### config.mk
export PLATFORM = sky130hd
export DESIGN_NAME = fsmc_reg_bank_flat
export DESIGN_NICKNAME = d
export VERILOG_FILES = /design/src/rtl/fsmc_reg_bank_if.sv /design/src/rtl/fsmc_reg_bank.sv /design/src/flat_wrapper.sv
export SDC_FILE = /design/constraint.sdc
export NUM_CORES = 1
export LEC_CHECK = 0
export ABC_AREA = 1
export CORE_MARGIN = 2
export CORE_UTILIZATION = 54
export DETAILED_ROUTE_END_ITERATION = 10
export DONT_BUFFER_PORTS = 1
export HOLD_SLACK_MARGIN = 0.05
export PLACE_DENSITY_LB_ADDON = 0.15
export SYNTH_ARGS = -nofsm -noshare
export SYNTH_HDL_FRONTEND = slang
export SYNTH_SLANG_ARGS = --single-unit
### constraint.sdc
create_clock -name clk -period 3.3 [get_ports clk]
set_input_delay 0 -clock clk [delete_from_list [all_inputs] [get_ports clk]]
set_output_delay 0 -clock clk [all_outputs]
set_load 0.03 [all_outputs]
### src/rtl/fsmc_reg_bank_if.sv
// FSMC register-bank bus: MCU access phases, read data, sample push and interrupt.
interface fsmc_reg_bank_if;
    logic [3:0]  cs;
    logic        addr_en;
    logic        rd_en;
    logic        wr_en;
    logic [15:0] mcu_wdata;
    logic [31:0] mcu_rdata;
    logic        sample_valid;
    logic [15:0] sample_data;
    logic        irq;

    modport master (
        output cs, addr_en, rd_en, wr_en, mcu_wdata, sample_valid, sample_data,
        input  mcu_rdata, irq
    );

    modport slave (
        input  cs, addr_en, rd_en, wr_en, mcu_wdata, sample_valid, sample_data,
        output mcu_rdata, irq
    );
endinterface

### src/rtl/fsmc_reg_bank.sv
// FSMC-facing register bank with a sample FIFO, threshold/overflow flags and a level irq.
module fsmc_reg_bank #(
    parameter int          FIFO_DEPTH = 16,
    parameter logic [15:0] BLOCK_ID   = 16'hA55A
) (
    input logic             clk,
    input logic             reset,
    fsmc_reg_bank_if.slave  bus
);
    localparam int         PTR_W     = $clog2(FIFO_DEPTH);
    localparam logic [8:0] LVL_FULL  = 9'(FIFO_DEPTH);

    // MCU phase edge detection; rst_q masks the first cycle after reset so a
    // phase already high at release is not mistaken for a fresh edge.
    logic        ae_q, rd_q, wr_q, rst_q;
    logic        ae_rise, rd_rise, wr_rise;
    logic [3:0]  sel;
    logic        vld_p1;
    logic [31:0] rdata_p2;
    logic        irq_q;

    // Control and status state
    logic        fifo_en, irq_en, clr_pend;
    logic [7:0]  thr;
    logic [15:0] scratch;
    logic        thr_flag, ovf_flag;

    // FIFO storage (data only, never reset)
    logic [15:0]      mem [FIFO_DEPTH];
    logic [PTR_W-1:0] wr_ptr, rd_ptr;
    logic [8:0]       level;

    logic        empty, full;
    logic [15:0] status, head, reg_val;
    logic        push_req, pop, push, ovf_set, thr_set;
    logic        wr_ctrl, wr_scratch, wr_irq;

    assign ae_rise = bus.addr_en & ~ae_q & ~rst_q;
    assign rd_rise = bus.rd_en   & ~rd_q & ~rst_q;
    assign wr_rise = bus.wr_en   & ~wr_q & ~rst_q;

    assign empty  = (level == 9'd0);
    assign full   = (level == LVL_FULL);
    assign status = {4'b0, ovf_flag, empty, full, level};
    assign head   = empty ? 16'h0 : mem[rd_ptr];

    // A same-cycle pop frees a slot, so a push into a full FIFO still lands.
    assign push_req = bus.sample_valid & fifo_en;
    assign pop      = rd_rise & (sel == 4'd3) & ~empty;
    assign push     = push_req & (~full | pop);
    assign ovf_set  = push_req & full & ~pop & ~clr_pend;
    assign thr_set  = (thr != 8'd0) && (level >= {1'b0, thr});

    assign wr_ctrl    = wr_rise & (sel == 4'd0);
    assign wr_scratch = wr_rise & (sel == 4'd2);
    assign wr_irq     = wr_rise & (sel == 4'd5);

    assign bus.mcu_rdata = rdata_p2;
    assign bus.irq       = irq_q;

    // Register read mux addressed by the latched select
    always_comb begin
        reg_val = 16'h0;
        case (sel)
            4'd0: reg_val = {thr, 5'b0, 1'b0, irq_en, fifo_en};
            4'd1: reg_val = status;
            4'd2: reg_val = scratch;
            4'd3: reg_val = head;
            4'd4: reg_val = BLOCK_ID;
            4'd5: reg_val = {14'b0, ovf_flag, thr_flag};
            default: reg_val = 16'h0;
        endcase
    end

    // Edge detect, select latch, read-data prefetch and registered irq
    always_ff @(posedge clk) begin
        if (reset) begin
            ae_q     <= 1'b0;
            rd_q     <= 1'b0;
            wr_q     <= 1'b0;
            rst_q    <= 1'b1;
            sel      <= 4'd0;
            vld_p1   <= 1'b0;
            rdata_p2 <= 32'h0;
            irq_q    <= 1'b0;
        end else begin
            ae_q   <= bus.addr_en;
            rd_q   <= bus.rd_en;
            wr_q   <= bus.wr_en;
            rst_q  <= 1'b0;
            vld_p1 <= ae_rise;
            if (ae_rise)
                sel <= bus.cs;
            // stage p1 -> p2: capture status and selected register
            if (vld_p1)
                rdata_p2 <= {status, reg_val};
            irq_q <= irq_en & (thr_flag | ovf_flag);
        end
    end

    // CTRL and SCRATCH writes; fifo_clr is a one-cycle pending pulse
    always_ff @(posedge clk) begin
        if (reset) begin
            fifo_en  <= 1'b0;
            irq_en   <= 1'b0;
            clr_pend <= 1'b0;
            thr      <= 8'd0;
            scratch  <= 16'h0;
        end else begin
            clr_pend <= 1'b0;
            if (wr_ctrl) begin
                fifo_en  <= bus.mcu_wdata[0];
                irq_en   <= bus.mcu_wdata[1];
                clr_pend <= bus.mcu_wdata[2];
                thr      <= bus.mcu_wdata[15:8];
            end
            if (wr_scratch)
                scratch <= bus.mcu_wdata;
        end
    end

    // Sticky flags: write-1-to-clear, with a concurrent set taking precedence
    always_ff @(posedge clk) begin
        if (reset) begin
            thr_flag <= 1'b0;
            ovf_flag <= 1'b0;
        end else begin
            thr_flag <= thr_set | (thr_flag & ~(wr_irq & bus.mcu_wdata[0]));
            ovf_flag <= ovf_set | (ovf_flag & ~(wr_irq & bus.mcu_wdata[1]));
        end
    end

    // FIFO pointers and level; a pending clear discards that cycle's push/pop
    always_ff @(posedge clk) begin
        if (reset || clr_pend) begin
            wr_ptr <= '0;
            rd_ptr <= '0;
            level  <= 9'd0;
        end else begin
            if (push)
                wr_ptr <= wr_ptr + PTR_W'(1);
            if (pop)
                rd_ptr <= rd_ptr + PTR_W'(1);
            case ({push, pop})
                2'b10:   level <= level + 9'd1;
                2'b01:   level <= level - 9'd1;
                default: level <= level;
            endcase
        end
    end

    // FIFO storage write
    always_ff @(posedge clk) begin
        if (push && !clr_pend && !reset)
            mem[wr_ptr] <= bus.sample_data;
    end
endmodule
### src/flat_wrapper.sv
// flat-port wrapper written by rule: the top's interface ports become plain ports
module fsmc_reg_bank_flat 
#(
    parameter int          FIFO_DEPTH = 16,
    parameter logic [15:0] BLOCK_ID   = 16'hA55A
)
  (clk, reset, bus_cs, bus_addr_en, bus_rd_en, bus_wr_en, bus_mcu_wdata, bus_sample_valid, bus_sample_data, bus_mcu_rdata, bus_irq);
  fsmc_reg_bank_if bus_i ();
  input logic clk;
  input logic reset;
  input wire logic [$bits(bus_i.cs)-1:0] bus_cs;
  input wire logic [$bits(bus_i.addr_en)-1:0] bus_addr_en;
  input wire logic [$bits(bus_i.rd_en)-1:0] bus_rd_en;
  input wire logic [$bits(bus_i.wr_en)-1:0] bus_wr_en;
  input wire logic [$bits(bus_i.mcu_wdata)-1:0] bus_mcu_wdata;
  input wire logic [$bits(bus_i.sample_valid)-1:0] bus_sample_valid;
  input wire logic [$bits(bus_i.sample_data)-1:0] bus_sample_data;
  output wire logic [$bits(bus_i.mcu_rdata)-1:0] bus_mcu_rdata;
  output wire logic [$bits(bus_i.irq)-1:0] bus_irq;
  assign bus_i.cs = bus_cs;
  assign bus_i.addr_en = bus_addr_en;
  assign bus_i.rd_en = bus_rd_en;
  assign bus_i.wr_en = bus_wr_en;
  assign bus_i.mcu_wdata = bus_mcu_wdata;
  assign bus_i.sample_valid = bus_sample_valid;
  assign bus_i.sample_data = bus_sample_data;
  assign bus_mcu_rdata = bus_i.mcu_rdata;
  assign bus_irq = bus_i.irq;
  fsmc_reg_bank #(.FIFO_DEPTH(FIFO_DEPTH), .BLOCK_ID(BLOCK_ID)) u_core (.clk(clk), .reset(reset), .bus(bus_i));
endmodule
Word-level counts from Yosys, hierarchy flattened

Memory sizes are Yosys's and may differ from the RTL's. A register that Yosys moved wholly into a read port is not among the register bits.
Cells that the tools add are included.
Widths: inputs -> output; s select.

Bits in registers: 84
Memory bits (writable): 256
Output and inout bits: 33
Word-level logic and storage cells: 87
Memories kept: 1

Add/subtract/negate cells: 4
$lt $le $gt $ge: 1
Equality and inequality tests: 8
Muxes and demuxes: 8
Bitwise operators: 36
Reductions and logical operators: 11

Memory list:

| memory     | depth | width | read ports | clocked after memory_dff | wr ports | RTL line            | text |
|---|---|---|---|---|---|---|---|
| u_core.mem | 16    | 16    | 1          | 1                        | 1        | fsmc_reg_bank.sv:29 | `logic [15:0] mem [FIFO_DEPTH];` |

Operator list:

| cell                | count |
|---|---|
| $pmux 16 s6         | 1 |
| $and 1x1->1         | 21 |
| $pmux 9 s2          | 1 |
| $mux 16             | 1 |
| $not 1->1           | 11 |
| $add 9x1->9 const B | 1 |
| $eq 9x5->1 const B  | 1 |
| $ge 9x8->1          | 1 |
| $logic_not 9->1     | 1 |
| $sub 9x1->9 const B | 1 |
| $add 4x1->4 const B | 2 |
| $eq 4x2->1 const B  | 2 |
| $eq 4x3->1 const B  | 2 |
| $mux 4              | 2 |
| $reduce_bool 8->1   | 1 |
| $eq 4x1->1 const B  | 1 |
| $logic_not 4->1     | 1 |
| $or 1x1->1          | 4 |
| $logic_and 1x1->1   | 3 |
| $mux 1              | 3 |
| $eq 2x1->1 const B  | 1 |
| $eq 2x2->1 const B  | 1 |
| $logic_not 1->1     | 2 |
| $reduce_bool 2->1   | 1 |
| 2 further kinds     | 2 |

Logic depth before layout (Yosys ltp)

Gate-level depths: netlist of run 1.

Depth in word-level cells: 11
Depth in mapped cells: 18
Mapped depth without buffers: 18

Worst setup path before layout of run 1

Ideal clock, no wire load.

Path kind: reg2reg
From: register u_core.level[1]
To: memory u_core.mem[11][0] (enable)
Library setup time: 0.430 ns
Arrival: 2.557 ns
Required time: 2.870 ns
Slack: 0.313 ns
Stages on the path, launching flop included: 9
Period minus slack after synthesis: 2.987 ns
Path through: dfxtp_1 inv_1 nand4_2 nor2_4 nand3_1 nand2_2 inv_2 nand2_2 nor4_1

Longest elaborated chain between the ends: 9
Elaborated cells between the ends (all ways): 11

RTL lines:

| item                                | RTL line             | text |
|---|---|---|
| start: declaration                  | fsmc_reg_bank.sv:31  | `logic [8:0] level;` |
| start signal: assignment            | fsmc_reg_bank.sv:145 | `2'b10: level <= level + 9'd1;` |
| start signal: assignment            | fsmc_reg_bank.sv:146 | `2'b01: level <= level - 9'd1;` |
| start signal: assignment            | fsmc_reg_bank.sv:147 | `default: level <= level;` |
| $logic_not 9->1                     | fsmc_reg_bank.sv:42  | `assign empty = (level == 9'd0);` |
| $not 1->1                           | fsmc_reg_bank.sv:49  | `assign pop = rd_rise & (sel == 4'd3) & ~empty;` |
| $and 1x1->1                         | fsmc_reg_bank.sv:49  |  |
| $or 1x1->1 (*)                      | fsmc_reg_bank.sv:50  | `assign push = push_req & (~full \| pop);` |
| $and 1x1->1 (*)                     | fsmc_reg_bank.sv:50  |  |
| $logic_and 1x1->1 (*) (2 in series) | fsmc_reg_bank.sv:154 | `if (push && !clr_pend && !reset)` |
| $mux 1 (*)                          | fsmc_reg_bank.sv:154 |  |
| $mux 1 (implied by the code) (*)    | fsmc_reg_bank.sv:155 | `mem[wr_ptr] <= bus.sample_data;` |
| end: declaration                    | fsmc_reg_bank.sv:29  |  |

Mark *: on every way between the ends. The rest lies on a longest branch, timed or not.

Worst setup path in the final report of run 1

From: register u_core.sel[3]
To: register u_core.level[5]

Longest elaborated chain between the ends: 7
Elaborated cells between the ends (all ways): 9

RTL lines:

| item                                            | RTL line             | text |
|---|---|---|
| start: declaration                              | fsmc_reg_bank.sv:17  | `logic [3:0] sel;` |
| start signal: assignment                        | fsmc_reg_bank.sv:93  | `sel <= bus.cs;` |
| $eq 4x2->1 (*)                                  | fsmc_reg_bank.sv:49  |  |
| $and 1x1->1 (*) (2 in series)                   | fsmc_reg_bank.sv:49  |  |
| net u_core.pop                                  | fsmc_reg_bank.sv:35  | `logic push_req, pop, push, ovf_set, thr_set;` |
| $or 1x1->1                                      | fsmc_reg_bank.sv:50  |  |
| $and 1x1->1                                     | fsmc_reg_bank.sv:50  |  |
| $eq 2x1->1 or $eq 2x2->1 (tied branches)        | fsmc_reg_bank.sv:144 | `case ({push, pop})` |
| $pmux 9 s2 or $reduce_bool 2->1 (tied branches) | -                    |  |

The timed path passes the listed nets; every way through them passes the cells marked *.
A chain may end at the register's enable or synchronous reset.

==> results.md, run 1 <==
* Max-cap viol count at 0
* Share of cells above drive strength 1 at roughly 7.5%
* Worst path max stage delay at roughly 430 ps
* DR vias/cell at between 5 and 6
* Simple-Gate Fraction of Synth Area at between 20% and 30%
* Post-route ant nets at 0
* Final TNS setup at 0 ps
* CTS max path bufs at 3
* WS Path Type: reg -> reg
* FMAX at about 340 MHz
* Synth top area cells: edfxtp_1, dfxtp_1, nand2_1, nand3_1, inv_1
* Most frequent cells in the layout: nand2_1, inv_1, edfxtp_1, nand3_1, dfxtp_1
* Crit start category: register
* Die Y-Extent at between 150 and 200 um
* Ys async rst share at 0%
* CP Buf/Inv Count at 3
* CTS buffer count at 37
* Worst setup EP type: register
* Tot Pwr at just over 9000 uW
* Residual DRC at 0
* Post-synthesis xor/xnor area fraction at less than 1%
* Area grow syn2layout at 13.6%
* # setup viols final at 0
* First-pass GRT wire length at about 59 mm
* Netlist Area Pre-Place at ~15000 um2
* Fin area at approximately 17000 um2
* Router iterations before antenna repair at 5
* Initial Utilization at between 50% and 60%
* Top cell type's share of synthesized area at 50.3%
* CTS Hold Bufs at 43
* GPL Wtd Cong at a little under 1
* Critical Path Fanout Max at 9
* Main synth FF type: edfxtp_1
* Tmin final at 2900 ps
* CP arrival at about 3300 ps
* Largest family of logic cells by synthesized area: simple AND/OR/NAND/NOR gates
* Post-CTS sizing at 0
* Cell taking the most area after synthesis: edfxtp_1
* Vias in the first global route at approximately 10000
* GRT overflow at 0
* WL/cell at between 15 and 20 um
* Hold Fails Final Rpt at 0
* Clk slew on worst S/H paths at ~60 ps
* Delay-heaviest family, CP: simple AND/OR/NAND/NOR gates
* Clk_skew at roughly 16 ps
* CP dominant cell by count: nand2_1
* Compound-cell area share of the yosys netlist at between 5 and 6%
* Worst Path Required at around 3700 ps
* Worst Tran Pin Value at roughly 1100 ps
* Die extent in x at between 150 and 200 um
* CP Cell Sequence: nor2_4, nand4_1, inv_1, nand2_2, inv_2, ha_1, ha_1, a21oi_1, nand2_1, nand2_1, nand2_1, a21oi_1, or2_2, nand3_1, nand2_1, inv_1
* Sequential cell area fraction in the yosys report at about three fifths
* Max transition margin at between 20% and 30%
* Max-slew violation count at 0
* CTS Sinks at between 300 and 400
* Min-delay worst type: in -> reg
* Clk root buf: clkbuf_16
* IO Port Bufs at 0
* Htree depth at 2
* GRT Util Overall at 26.5%
* Largest net degree at the start of global routing at 91
* RSZ-0062 raised after global routing: false
* CTS tree: yes
* Fillers at ~2300
* Ports at 75
* Static leakage at between 0.007 and 0.008 uW
* Post-CTS Setup Inserts at 0
* Post-Place Worst Slack at around 430 ps
* Initial antenna violation count at 4
* Detailed-route via count at 11261
* Yosys synthesis warning count at 0
* HPWL Detailed at ~24 mm
* Distinct cells, synth at 35
* Area of the core at about 28000 um2
* DP Cell Count at about 2000
* Period utilization at 87.9%
* Pwr dens at about 530 nW/um2
* Die area at about 30000 um2
* Post-DP Area at 15700 um2
* Post-synth EDFFs at 256
* Post-Synth Adder-Cell Area at under 10%
* #FFs+latches synth at around 340
* Detailed Route Iter0 Violations at between 1000 and 1500
* Synth Area per Inst at slightly above 9 um2
* Row count at just over 60
* Commonest non-fill, non-tap cell in the layout: nand2_1
* Cells after Synth at approximately 1600
* Status: completed
* Nets at ~1800
* Fin cells at between 2000 and 2500
* CP max-delay cell: ha_1
* Latest clock arrival within the worst-skew pair at roughly 520 ps
* Fin worst setup slack at 400 ps
* Mux cell area share after synthesis at 0%
* Peak VDD IR at ~0.00045 V
* Post-Route WL at approximately 38 mm
through the flow:
stage | util (%) | hold slack, ps
after global routing | 62.3 | 168
after floorplan | - | 27.7
after global placement | 56.4 | 30.8
after detailed placement | 56.4 | 30.0
after CTS | 62.3 | 136
final | 62.3 | 156
flip-flops by register name, indices dropped and copies added (netlist names), named ones only:
signal / count
u_core.fifo_en: 1
u_core.clr_pend: 1
u_core.rd_q: 1
u_core.ovf_flag: 1
u_core.level: 9
u_core.bus.mcu_rdata: 28
u_core.wr_q: 1
u_core.vld_p1: 1
u_core.irq_en: 1
u_core.rd_ptr: 4
u_core.wr_ptr: 4
u_core.bus.irq: 1
u_core.scratch: 16
u_core.mem: 256
u_core.rst_q: 1
u_core.sel: 4
u_core.ae_q: 1
u_core.thr: 8
u_core.thr_flag: 1
per-layer routing:
layer	up-vias	global-route usage, %	wire [um]
li1	5410	-	-
met1	5294	38.6	17100
met2	472	39.7	16900
met3	81	6.09	3350
met4	4	8.00	1080
met5	-	0	21
worst register-to-register path: stages, from the launching register on:
cell and delay (ps):
dfxtp_1 340, nor2_4 170, nand4_1 310, inv_1 150, nand2_2 100, inv_2 90
ha_1 430, ha_1 370, a21oi_1 160, nand2_1 120, nand2_1 70, nand2_1 50
a21oi_1 160, or2_2 130, nand3_1 50, nand2_1 60, inv_1 30
where the power goes:
group,internal (uW),switching (uW)
Clock,2450,1630
Sequential,4680,45.7
Combinational,116,254
Total,7250,1930
path summary, 6_finish.rpt:
kind                              start                            to  slack [ps]  cells past startpoint
max          u_core.sel[3]$_SDFFE_PP0P_  u_core.level[5]$_SDFFE_PP0P_         400                     16
min                           bus_rd_en        u_core.rd_q$_SDFF_PP0_         160                      3
max reg2reg  u_core.sel[3]$_SDFFE_PP0P_  u_core.level[5]$_SDFFE_PP0P_         400                     16
min reg2reg  u_core.irq_en$_SDFFE_PP0P_     u_core.bus.irq$_SDFF_PP0_         470                      2
cells in the mapped netlist (all sizes together) (4+ instances only):
master / n
nand3: 213
o211ai: 4
nand2: 466
ha: 21
a21oi: 80
nand4: 5
nor2: 67
nor4: 4
dfxtp: 88
xor2: 6
buf: 56
nor3: 9
inv: 264
o21ai: 71
edfxtp: 256
clkbuf: 21
final cells by class:
cell class / count / area [um2] / share of cell area [%]
sequential: 344 / 9450 / 54.5
multi-input combinational: 956 / 4440 / 25.6
clock buffer: 50 / 1050 / 6.03
inverter: 265 / 996 / 5.74
timing repair buffer: 84 / 788 / 4.54
tap: 378 / 473 / 2.72
clock inverter: 16 / 158 / 0.908
antenna: 2 / 5.00 / 0.0288
kinds of logic (layout without fill, tap and decap cells):
logic type	after synthesis	count (layout)
compound gates	156	156
xor+xnor	7	7
fa+ha+maj	22	22
buf+inv	342	415
flops	344	344
other cells	1	6
simple gates	767	767
Power figures use the tool's default switching activity.
==> run 2: changes to the inputs <==
--- a/config.mk
+++ b/config.mk
@@ -5,7 +5,6 @@
 export SDC_FILE = /design/constraint.sdc
 export NUM_CORES = 1
 export LEC_CHECK = 0
-export ABC_AREA = 1
 export CORE_MARGIN = 2
 export CORE_UTILIZATION = 54
 export DETAILED_ROUTE_END_ITERATION = 10
==> results.md, run 2 <==
* Worst-case reg-to-reg path depth at 12 (-4)
* Pwr dens at 539 nW/um2 (+1.9%)
* Cells after Synth at 933 (-43%)
* Critical Path Fanout Max at 8 (-1)
* Crit start category: register
* CP arrival at 3500 ps (+190 ps)
* CTS tree: yes
* Htree depth at 2 (unchanged)
* IO Port Bufs at 0 (unchanged)
* Clk root buf: clkbuf_16
* FMAX at 319 MHz (-7.6%)
* Fin cells at 1374 (-34%)
* Antenna cells at 0 (-2)
* WS Path Type: reg -> reg
* Status: completed
* Distinct cells, synth at 61 (+74%)
* HPWL Detailed at 21.5 mm (-10%)
* Hold_sp: bus_wr_en
* Ys async rst share at 0% (unchanged)
* # setup viols final at 0 (unchanged)
* GRT busiest layer: met2
* Hold Fails Final Rpt at 0 (unchanged)
* Share of cells above drive strength 1 at 19.8% (+12 points)
* Peak VDD IR at 0.000462 V (+3.7%)
* Worst hold endpoint: u_core.scratch[13]$_SDFFE_PP0P_
* Worst Path Required at 3660 ps (-60 ps)
* Reg2reg start: u_core.level[3]$_SDFFE_PP0P_
* Initial antenna violation count at 0 (-4)
* #FFs+latches synth at 344 (unchanged)
* Largest Register: u_core.mem
* Synth cell count leaders: edfxtp_1, nand2_1, dfxtp_1
* Most frequent cells in the layout: edfxtp_1, nand2_1, dfxtp_1, mux4_2, a21oi_1
* GRT Util Overall at 25.7% (-0.79 points)
* Area grow syn2layout at 16.3%
* Most frequent cell after synthesis: edfxtp_1
* Initial Utilization at 55.4% (+0.49 points)
* Worst setup EP type: register
* FF-to-FF End: u_core.level[8]$_SDFFE_PP0P_
* Post-Route WL at 34.5 mm (-10%)
* Max FFs per register at 256 (unchanged)
* CTS max path bufs at 3 (unchanged)
* Max-cap viol count at 0 (unchanged)
* Largest net degree at the start of global routing at 64 (-30%)
* DP Cell Count at 1260 (-36%)
* Hold path depth at 4 (+1)
* Post-CTS Setup Inserts at 0 (unchanged)
* Area of the core at 25300 um2 (-9.1%)
* Detailed Route Iter0 Violations at 935 (-35%)
* R2r setup slk at 160 ps (-240 ps)
* Synth Area per Inst at 15.0 um2 (+61%)
* Worst Tran Pin Value at 981 ps (-125 ps)
* Sequential cell area fraction in the yosys report at 67.4% (+5.6 points)
* Post-route ant nets at 0 (unchanged)
* Ports at 75 (unchanged)
* Nets at 1082 (-38%)
* Fillers at 1813 (-21%)
* Max-slew violation count at 0 (unchanged)
* Yosys synthesis warning count at 0 (unchanged)
* Die extent in x at 165 um (-4.1%)
* M3 GR Usage at 4.10% (-2.0 points)
* Clk slew on worst S/H paths at 60 ps (about the same)
* RSZ-0062 raised after global routing: false
* WL/cell at 25.1 um (+37%)
* Period utilization at 95.1% (+7.2 points)
* Clk_skew at 16.9 ps (+0.823 ps)
* Residual DRC at 0 (unchanged)
* Max transition margin at 34.5% (+8.4 points)
* Cell taking the most area after synthesis: edfxtp_1
* First-pass GRT wire length at 51.1 mm (-13%)
* GPL Wtd Cong at 0.913 (-5.0%)
* DR vias/cell at 6.16 (+15%)
* CTS Sinks at 344 (unchanged)
* Top cell type's share of synthesized area at 54.8% (+4.5 points)
* Die Y-Extent at 165 um (-4.1%)
* Detailed-route via count at 8469 (-25%)
* Die area at 27300 um2 (-8.1%)
* CTS buffer count at 36 (-2.7%)
* Met1 GRT Util at 35.3% (-3.3 points)
* Tmin final at 3140 ps (+237 ps)
* Static leakage at 0.00531 uW (-28%)
* Final TNS setup at 0 ps (unchanged)
* Row count at 58 (-4.9%)
* Netlist Area Pre-Place at 14000 um2 (-8.3%)
* Commonest non-fill, non-tap cell in the layout: edfxtp_1
* Latest clock arrival within the worst-skew pair at 520 ps (about the same)
* Vias in the first global route at 8510 (-18%)
* Post-synth EDFFs at 256 (unchanged)
* Main synth FF type: edfxtp_1
* Met2 Use GR at 42.4% (+2.7 points)
* Min-delay worst type: in -> reg
* Router iterations before antenna repair at 7 (+2)
* GRT overflow at 0 (unchanged)
* Synth top area cells: edfxtp_1, dfxtp_1, mux4_2, nand2_1, mux2i_1
[run 2: kinds of logic after synthesis]
| group | count (synthesis) | share of synthesized area (%) |
|---|---|---|
| other | 1 | 0.0267 |
| flip-flops | 344 | 67.4 |
| AND/OR/NAND/NOR | 239 | 8.23 |
| XOR/XNOR | 8 | 0.500 |
| adder cells (fa/ha/maj) | 22 | 2.02 |
| multiplexers | 106 | 13.4 |
| AO/OA/AOI/OAI | 140 | 6.28 |
| buffers and inverters | 73 | 2.20 |
[run 2: cell type report]
| class | count | area [um2] | share of cell area (%) |
|---|---|---|---|
| multi-input cells | 519 | 4360 | 26.8 |
| clock inverters | 13 | 129 | 0.790 |
| well taps | 330 | 413 | 2.53 |
| flip-flops and latches | 344 | 9460 | 58.0 |
| inverters | 17 | 63.8 | 0.391 |
| repair buffers | 100 | 893 | 5.48 |
| clock buffers | 51 | 987 | 6.05 |
[run 2: metrics by stage]
step / total power, uW / utilization, % / hold slack [ps] / setup slack (ps) / instance area [um2]
final: 8790 / 64.4 / 79.7 / 163 / 16300
after global routing: 9030 / 64.4 / 90.0 / 9.32 / 16300
after CTS: 8850 / 64.3 / 51.4 / 141 / 16300
after detailed placement: 4930 / 57.9 / 32.2 / 170 / 14700
after global placement: 4920 / 57.9 / 34.6 / 179 / 14700
after floorplan: 4890 / - / 27.7 / 99.9 / 14000
[run 2: metal layers]
metal  wire, um  vias to the layer above  part of all wire [%]
li1           -                     3771                     -
met1      14500                     4295                    42
met2      16700                      334                    49
met3       2250                       69                   6.5
met4        973                        0                   2.8
met5          0                        -                     0
[run 2: power breakdown]
group | switching [uW] | total (uW) | internal, uW | leakage, uW
sequential | 19.7 | 4680 | 4660 | 0.00301
combinational | 168 | 263 | 95.5 | 0.00175
clock | 1600 | 3850 | 2250 | 0.000546
total | 1790 | 8790 | 7000 | 0.00531
[run 2: worst max-delay path by stage]
stage	from	to	slack [ps]	depth (start not counted)
detailed placement	u_core.level[3]$_SDFFE_PP0P_	u_core.level[8]$_SDFFE_PP0P_	170	10
CTS	u_core.level[3]$_SDFFE_PP0P_	u_core.level[8]$_SDFFE_PP0P_	140	10
finish	u_core.level[3]$_SDFFE_PP0P_	u_core.level[8]$_SDFFE_PP0P_	160	12
global route	u_core.level[3]$_SDFFE_PP0P_	u_core.level[8]$_SDFFE_PP0P_	9	10
global placement	u_core.level[3]$_SDFFE_PP0P_	u_core.level[8]$_SDFFE_PP0P_	180	10
floorplan	u_core.level[3]$_SDFFE_PP0P_	u_core.level[8]$_SDFFE_PP0P_	100	11
[run 2: timing repair]
item,CTS,global route
hold endpoints to repair,341,0
hold buffers,50,0
setup endpoints to repair,0,1
resized for setup,0,2
[run 2: critical path, cell delays in order, from the launching register on]
cell      delay [ps]
dfxtp_1          310
or4_4            580
nor3_4           220
a21oi_2           90
inv_1             60
ha_1             220
buf_4            200
ha_1             290
o21ai_0          230
o21ai_0          130
and3_1           220
o311ai_0         310
o41ai_1          140
